`config.mk`:
```
export PLATFORM = sky130hd
export DESIGN_NAME = cpu_step_ctrl
export DESIGN_NICKNAME = d
export VERILOG_FILES = /design/src/rtl/cpu_step_pkg.sv /design/src/rtl/btn_debounce.sv /design/src/rtl/cpu_step_ctrl.sv
export SDC_FILE = /design/constraint.sdc
export NUM_CORES = 1
export LEC_CHECK = 0
export ABC_AREA = 1
export BUFFER_PORTS_ARGS = -buffer_cell sky130_fd_sc_hd__buf_2
export CAP_MARGIN = 5
export CORE_MARGIN = 2
export CORE_UTILIZATION = 64
export CTS_BUF_LIST = sky130_fd_sc_hd__clkbuf_2 sky130_fd_sc_hd__clkbuf_4 sky130_fd_sc_hd__clkbuf_8
export DETAILED_ROUTE_END_ITERATION = 6
export MAX_ROUTING_LAYER = met4
export PLACE_DENSITY_LB_ADDON = 0.12
export SLEW_MARGIN = 0
export SYNTH_ARGS = -nofsm -noshare
export SYNTH_HDL_FRONTEND = slang
export SYNTH_SLANG_ARGS = --single-unit
```
`constraint.sdc`:
```
create_clock -name clk -period 5.02 [get_ports clk]
set_input_delay 1.004 -clock clk [delete_from_list [all_inputs] [get_ports clk]]
set_output_delay 1.004 -clock clk [all_outputs]
set_load 0.1 [all_outputs]
```
`src/rtl/cpu_step_pkg.sv`:
```
// Shared types for the CPU single-step / run controller.
package cpu_step_pkg;

    localparam int unsigned DATA_W = 32;
    localparam int unsigned DIV_W  = 16;

    typedef enum logic [1:0] {
        ST_IDLE     = 2'd0,
        ST_RUN_N    = 2'd1,
        ST_RUN_FREE = 2'd2,
        ST_BP_HALT  = 2'd3
    } ctrl_state_t;

    typedef enum logic [1:0] {
        OP_STEP     = 2'd0,
        OP_RUN_N    = 2'd1,
        OP_RUN_FREE = 2'd2,
        OP_HALT     = 2'd3
    } cmd_op_t;

endpackage

```
`src/rtl/btn_debounce.sv`:
```
// Two-flop synchroniser plus debouncer for an active-low pushbutton;
// emits a one-cycle pulse when a new pressed (low) level is accepted.
module btn_debounce #(
    parameter int unsigned DEBOUNCE_CYCLES = 100000
) (
    input  logic clk,
    input  logic resetn,
    input  logic btn,
    output logic press
);

    localparam int unsigned     CNT_W   = (DEBOUNCE_CYCLES > 1) ? $clog2(DEBOUNCE_CYCLES) : 1;
    localparam logic [CNT_W-1:0] CNT_MAX = CNT_W'(DEBOUNCE_CYCLES - 1);

    logic             sync1;
    logic             sync2;
    logic             level;
    logic [CNT_W-1:0] cnt;

    // Synchronise the raw button into the clk domain (idle level is high).
    always_ff @(posedge clk or negedge resetn) begin
        if (!resetn) begin
            sync1 <= 1'b1;
            sync2 <= 1'b1;
        end else begin
            sync1 <= btn;
            sync2 <= sync1;
        end
    end

    // Accept a new level after DEBOUNCE_CYCLES consecutive differing samples.
    always_ff @(posedge clk or negedge resetn) begin
        if (!resetn) begin
            level <= 1'b1;
            cnt   <= '0;
            press <= 1'b0;
        end else begin
            press <= 1'b0;
            if (sync2 == level) begin
                cnt <= '0;
            end else if (cnt == CNT_MAX) begin
                level <= sync2;
                cnt   <= '0;
                press <= ~sync2;
            end else begin
                cnt <= cnt + CNT_W'(1);
            end
        end
    end

endmodule

```
`src/rtl/cpu_step_ctrl.sv`:
```
// CPU clock-enable controller: single step, counted run, free run and
// breakpoint halt, with a debounced step pushbutton.
module cpu_step_ctrl
    import cpu_step_pkg::*;
#(
    parameter int unsigned DEBOUNCE_CYCLES = 100000,
    parameter int unsigned RUN_DIV         = 1
) (
    input  logic              clk,
    input  logic              resetn,
    input  logic              btn_step,
    input  logic              cmd_valid,
    input  logic [1:0]        cmd_op,
    input  logic [DATA_W-1:0] cmd_count,
    input  logic              bp_en,
    input  logic [DATA_W-1:0] bp_addr,
    input  logic [DATA_W-1:0] cpu_pc,
    output logic              cpu_clk_en,
    output logic [1:0]        ctrl_state,
    output logic [DATA_W-1:0] cycle_count,
    output logic              bp_hit
);

    localparam logic [DIV_W-1:0] DIV_RELOAD = DIV_W'(RUN_DIV - 1);

    ctrl_state_t       state_q, state_d;
    logic              pulse_q, pulse_d;
    logic [DATA_W-1:0] remain_q, remain_d;
    logic [DIV_W-1:0]  div_q, div_d;
    logic              bp_hit_q, bp_hit_d;
    logic              btn_press;
    cmd_op_t           op;

    assign op = cmd_op_t'(cmd_op);

    btn_debounce #(
        .DEBOUNCE_CYCLES(DEBOUNCE_CYCLES)
    ) u_btn (
        .clk   (clk),
        .resetn(resetn),
        .btn   (btn_step),
        .press (btn_press)
    );

    // Next-state and pulse decision; remain_q counts pulses still owed after the current one.
    always_comb begin
        state_d  = state_q;
        pulse_d  = 1'b0;
        remain_d = remain_q;
        div_d    = div_q;
        bp_hit_d = bp_hit_q;
        case (state_q)
            ST_IDLE, ST_BP_HALT: begin
                if (cmd_valid) begin
                    case (op)
                        OP_STEP: begin
                            pulse_d  = 1'b1;
                            bp_hit_d = 1'b0;
                            state_d  = ST_IDLE;
                        end
                        OP_RUN_N: begin
                            if (cmd_count != '0) begin
                                pulse_d  = 1'b1;
                                bp_hit_d = 1'b0;
                                div_d    = DIV_RELOAD;
                                remain_d = cmd_count - DATA_W'(1);
                                state_d  = (cmd_count == DATA_W'(1)) ? ST_IDLE : ST_RUN_N;
                            end
                        end
                        OP_RUN_FREE: begin
                            pulse_d  = 1'b1;
                            bp_hit_d = 1'b0;
                            div_d    = DIV_RELOAD;
                            state_d  = ST_RUN_FREE;
                        end
                        default: begin
                            bp_hit_d = 1'b0;
                            state_d  = ST_IDLE;
                        end
                    endcase
                end else if (btn_press) begin
                    pulse_d  = 1'b1;
                    bp_hit_d = 1'b0;
                    state_d  = ST_IDLE;
                end
            end
            ST_RUN_N, ST_RUN_FREE: begin
                if (cmd_valid && (op == OP_HALT)) begin
                    state_d = ST_IDLE;
                end else if (div_q != '0) begin
                    div_d = div_q - DIV_W'(1);
                end else if (bp_en && (cpu_pc == bp_addr)) begin
                    state_d  = ST_BP_HALT;
                    bp_hit_d = 1'b1;
                end else begin
                    pulse_d = 1'b1;
                    div_d   = DIV_RELOAD;
                    if (state_q == ST_RUN_N) begin
                        remain_d = remain_q - DATA_W'(1);
                        if (remain_q == DATA_W'(1)) begin
                            state_d = ST_IDLE;
                        end
                    end
                end
            end
            default: state_d = ST_IDLE;
        endcase
    end

    // State, pulse and counter registers.
    always_ff @(posedge clk or negedge resetn) begin
        if (!resetn) begin
            state_q     <= ST_IDLE;
            pulse_q     <= 1'b0;
            remain_q    <= '0;
            div_q       <= '0;
            bp_hit_q    <= 1'b0;
            cycle_count <= '0;
        end else begin
            state_q  <= state_d;
            pulse_q  <= pulse_d;
            remain_q <= remain_d;
            div_q    <= div_d;
            bp_hit_q <= bp_hit_d;
            if (pulse_d) begin
                cycle_count <= cycle_count + DATA_W'(1);
            end
        end
    end

    // CPU must see clock edges while held in reset so its own sync reset takes effect.
    assign cpu_clk_en = pulse_q | ~resetn;
    assign ctrl_state = state_q;
    assign bp_hit     = bp_hit_q;

endmodule

```
; ---- Yosys cells after proc, flatten, opt, wreduce, memory -nomap -nowiden
; Cells that the tools add are included.
[totals]
latch_bits = 0
wordCells = 107
ff_bits = 105
romBits = 0
n_memories = 0
ram_bits = 0
[op_classes]
n_eq_ne = 27
muxes = 46
multipliers = 0
shift = 0
n_bitwise = 4
n_div = 0
reduce_logical = 14
n_addsub = 5
order_cmp = 0
[op_table]
columns = op, count
row1 = 32-bit 2-to-1 mux, 7
row2 = 16-bit 2-to-1 mux, 5
row3 = "32-bit by 1-bit == test with 1-bit output, second input constant", 2
row4 = 16-bit case mux with 2 select lines, 2
row5 = 32-bit case mux with 2 select lines, 1
row6 = "32-bit by 1-bit subtractor with 32-bit output, second input constant", 2
row7 = 17-bit 2-to-1 mux, 2
row8 = "32-bit by 1-bit adder with 32-bit output, second input constant", 1
row9 = 32-bit == test, 1
row10 = 32-bit nonzero test, 1
row11 = "17-bit by 1-bit adder with 17-bit output, second input constant", 1
row12 = "17-bit == test, second input constant", 1
row13 = 1-bit 2-to-1 mux, 16
row14 = 2-bit 2-to-1 mux, 8
row15 = 16-bit nonzero test, 1
row16 = "16-bit by 1-bit subtractor with 16-bit output, second input constant", 1
row17 = 5-bit AND reduction, 3
row18 = "2-bit inequality test, second input constant", 7
row19 = "4-bit inequality test, second input constant", 3
row20 = "3-bit inequality test, second input constant", 3
row21 = "2-bit == test, second input constant", 4
row22 = 2-bit case mux with 2 select lines, 2
row23 = 7-bit AND reduction, 1
row24 = 1-bit case mux with 2 select lines, 3
row25 = 11 further kinds, 18

; ---- Logic depth before layout (Yosys ltp)
[logic_depth]
word_depth = 7
ltp_mapped = 15
depth_no_buf = 14

; ---- Modules after synthesis
; From an unflattened synthesis, not the netlist that was laid out.
[unflattened]
cells_unflattened = 1359
area_unflattened_um2 = 8603.3
[modules_own_cells]
columns = mod, seq_area_each_um2, instances, cells_each, area_each_um2
row1 = cpu_step_ctrl, 2102.0, 1, 1214, 7389.6
row2 = btn_debounce, 529.3, 1, 145, 1213.7

; ---- Least setup slack after synthesis
; OpenSTA, ideal clock, no wires.
[synth_path]
path_kind = input-to-output
start = input port resetn
end = output port cpu_clk_en
path_slack_ns = 2.375
stages = 1
n_path_buf = 0
required_time_ns = 4.016
arrival_time_ns = 1.641
cell_sequence = nand2_1
[synth_between]
elab_chain_len = 2
[synth_lines]
columns = item, line
row1 = "start, declared", cpu_step_ctrl.sv:10  ; input logic resetn,
row2 = 1-bit NOT, cpu_step_ctrl.sv:132  ; assign cpu_clk_en = pulse_q | ~resetn;
row3 = 1-bit OR, cpu_step_ctrl.sv:132
row4 = "end, declared", cpu_step_ctrl.sv:18  ; output logic cpu_clk_en,
; Every way passes these cells.

; ---- Worst setup path in the final report
[layout_path]
start = register state_q[0], in the netlist ctrl_state[0]
end = register remain_q[19]
[layout_between]
elab_chain_len = 4
word_cells_on_any_way = 15
classes_between = eq/ne: 10 / mux: 1 / reduce/logical: 4
[layout_lines]
columns = item, line
row1 = "start, declared", cpu_step_ctrl.sv:26  ; ctrl_state_t state_q, state_d;
row2 = "start signal, assigned", cpu_step_ctrl.sv:120  ; state_q <= state_d;
row3 = 2-bit == test (tied with other cells), cpu_step_ctrl.sv:52  ; case (state_q)
row4 = 2-bit OR reduction, cpu_step_ctrl.sv:52
row5 = 2-bit by 1-bit inequality test with 1-bit output (no source line) or 2-bit inequality test (tied branches), n/a
row6 = 7-bit AND reduction (no source line), n/a
row7 = "end signal, assigned", cpu_step_ctrl.sv:122  ; remain_q <= remain_d;
row8 = "end, declared", cpu_step_ctrl.sv:28  ; logic [DATA_W-1:0] remain_q, remain_d;
; Parallel ways exist; a longest one is shown, timed or not.
; A chain may end at the register's enable or synchronous reset.

==> run metrics <==
Yosys reg bits 105; final-report setup violation count 0; Achievable Freq 297 MHz; Startpoint Class flip-flop; violated checks design-rule violations; Die H 120 um; crit end category flip-flop; final wirelength 22000 um; Hold WS 363 ps; register area share after synthesis 30.8%; worst r2r dst remain_q[19]; initial antenna violation count 0; met2 Use GR 51.7%; VDD IR max 0.396 mV; Area Overhead vs Synth 11.0%; # Post-CTS Setup Buffers 0; CTS tree built; outcome complete, but fails checks; Hold Fails Final Rpt 0; initial core utilization 65.0%; All-Layer GR Usage 32.6%; Switching Power 2.52 mW; clock skew 21.1 ps; number of synthesis warnings 0; worst-margin pin slew 989 ps; largest net degree at the start of global routing 79; Vias 8667; combinational share of power 59.5%; Sw Share 55.3%; Mapped Avg Cell Area 6.50 sq um; internal power 2.04 mW; CTS root buf clkbuf_8; GR Util met1 44.7%; commonest non-fill, non-tap cell in the layout nand2_1; Max-cap violations 0; Hold WC Path Type reg -> reg; Reg2Reg Setup Slack 1660 ps; critical path class reg -> reg; clock power share 11.3%; CP max FO 49; DIE WIDTH 120 um; RSZ-0062 raised after global routing false; Via density 5.34; wire per inst 13.6 um; cells after synthesis 1315; initial drt markers 907; Req. time, crit path 5360 ps; Top FF cell, synth dfrtp_1; period utilization 67.0%; CTS Buf Count 9; CP Capture Point remain_q[19]; Final HPWL DP 17100 um; sequential cell area 0.00263 sq mm; Critical Path Start ctrl_state[0]; H-tree depth 3; Reg2Reg Depth 12; worst path arrival time 3710 ps; Max-Slew Margin vs Limit 33.9%; crit path time final 3360 ps; setup TNS 0 ps; Post-Layout Inst Area 0.00948 sq mm; final slew viol count 0; Post-Synthesis Cell Area 0.00854 sq mm; multi-input logic area 0.00510 sq mm; die area 0.0143 sq mm; post-synth cell types 52; DRC 4; via count of the first global-routing pass 7949; grt met3 use 4.04%; io pins 139; n_diodes 0; Hold Crit Depth 0; fillers 1204; PD cells 482 mW/mm^2; final core utilization 72.2%; Leak 4.91 nW; cts hold-fix bufs 0; clk_lat worst skew 390 ps; sequential power share 29.2%; post-route antenna net violation count 0; share of cells above drive strength 1 16.3%; Rows 42; core region area 0.0131 sq mm; number of enable flip-flop cells after synthesis 0; Worst-path clk slew 120 ps; CTS sink count 105; Placement Cell Area 0.00929 sq mm; asr flop ratio synth 100%; global-route wire length before repair 37200 um; Pre-antenna DRT Iters 7; Synthesized Nets 1428; grt total ovfl 0; Longest Clk Path Bufs 2; busiest grt layer met2; Final #Nets 1555; r2r startpoint ctrl_state[0]; routability cong. 1.01; Resized Gates After CTS 0; most frequent cells in the layout nand2_1 (432), nor2_1 (178), inv_1 (161); port buffer count 138
-- synth_stat cells, types with 4 or more instances --
| cell | n | area share [%] |
|---|---|---|
| inv_1 | 161 | 7.1 |
| nor2_4 | 6 | 0.79 |
| ha_1 | 10 | 1.5 |
| nor2_2 | 19 | 1.4 |
| o21bai_1 | 5 | 0.44 |
| or2_2 | 11 | 0.81 |
| o31ai_1 | 5 | 0.44 |
| nand4_1 | 20 | 1.5 |
| buf_6 | 7 | 0.92 |
| o21a_1 | 7 | 0.62 |
| clkbuf_1 | 5 | 0.22 |
| nand3b_1 | 4 | 0.35 |
| xnor2_1 | 28 | 2.9 |
| a21oi_1 | 15 | 0.88 |
| xor2_1 | 57 | 5.8 |
| nor2_1 | 178 | 7.8 |
| nand3_1 | 83 | 4.9 |
| nor3b_1 | 4 | 0.35 |
| nand2_2 | 4 | 0.29 |
| buf_2 | 7 | 0.41 |
| o21ai_1 | 11 | 0.64 |
| nor3_1 | 30 | 1.8 |
| nor4_1 | 10 | 0.73 |
| dfrtp_1 | 102 | 30 |
| nand2_1 | 432 | 19 |
| o21ai_2 | 24 | 2.5 |
| o21ai_0 | 36 | 2.1 |
-- metrics by stage --
step | setup slack [ps] | cells | total power [mW]
final | 1660 | 1623 | 4.57
after CTS | 1670 | 1623 | 4.58
after global placement | 1530 | 1607 | 3.98
after floorplan | 2370 | 1315 | 3.60
after detailed placement | 1420 | 1607 | 4.04
after global routing | 1270 | 1623 | 4.94
-- state kept, by name, indices dropped and copies added, names as in the netlist --
name / count
cycle_count: 32
u_btn.sync2: 1
remain_q: 32
ctrl_state: 2
u_btn.cnt: 17
div_q: 16
bp_hit: 1
u_btn.sync1: 1
u_btn.press: 1
pulse_q: 1
u_btn.level: 1
-- cell type report --
class / instances / area share (%)
inverter: 164 / 6.52
clock inverter: 6 / 0.660
timing repair buffer: 141 / 7.55
tap: 176 / 2.32
sequential: 105 / 27.8
multi-input combinational: 1021 / 53.8
clock buffer: 10 / 1.39
-- power by group through the flow --
stage                     clock network, mW  logic, mW  registers, mW
after floorplan                           0       1.80           1.80
after global placement                    0       2.65           1.34
after detailed placement                  0       2.70           1.34
after CTS                             0.533       2.71           1.33
after global routing                  0.559       3.02           1.36
final                                 0.518       2.72           1.33
-- layer usage --
layer	vias up	part of all wire, %
met3	32	6.9
met2	336	45
met1	3914	46
met4	0	1.8
li1	4385	-
met5	-	0
-- how the worst min path moves through the flow --
stage	startpoint	slack, ps	end
detailed placement	u_btn.sync1	350	u_btn.sync2
global route	u_btn.sync1	370	u_btn.sync2
floorplan	u_btn.sync1	350	u_btn.sync2
CTS	u_btn.sync1	370	u_btn.sync2
finish	u_btn.sync1	360	u_btn.sync2
global placement	u_btn.sync1	350	u_btn.sync2
-- cell families (layout without fill, tap and decap cells) --
kind of cell               count (synthesis)  in the layout  share of synthesized area, %
AOI/OAI and AO/OA                        115            115                          8.89
xor gates and xnor gates                  85             85                          8.71
adders and majority gates                 10             10                          1.46
buffers and inverters                    189            321                          9.50
DFF                                      105            105                          30.8
muxes                                      1              1                         0.117
and+or+nand+nor                          810            810                          40.5
-- worst max-delay path, stage by stage (launching register included) --
cell     delay (ps)
dfrtp_1         390
inv_1            60
ha_1            270
buf_4           430
inv_1            80
buf_4           270
nand2_1         370
nand3_2         140
nor2_4          480
nand2_4         390
nor2_1          210
o21ai_0         110
nand2_1          90
Power figures use the tool's default switching activity.
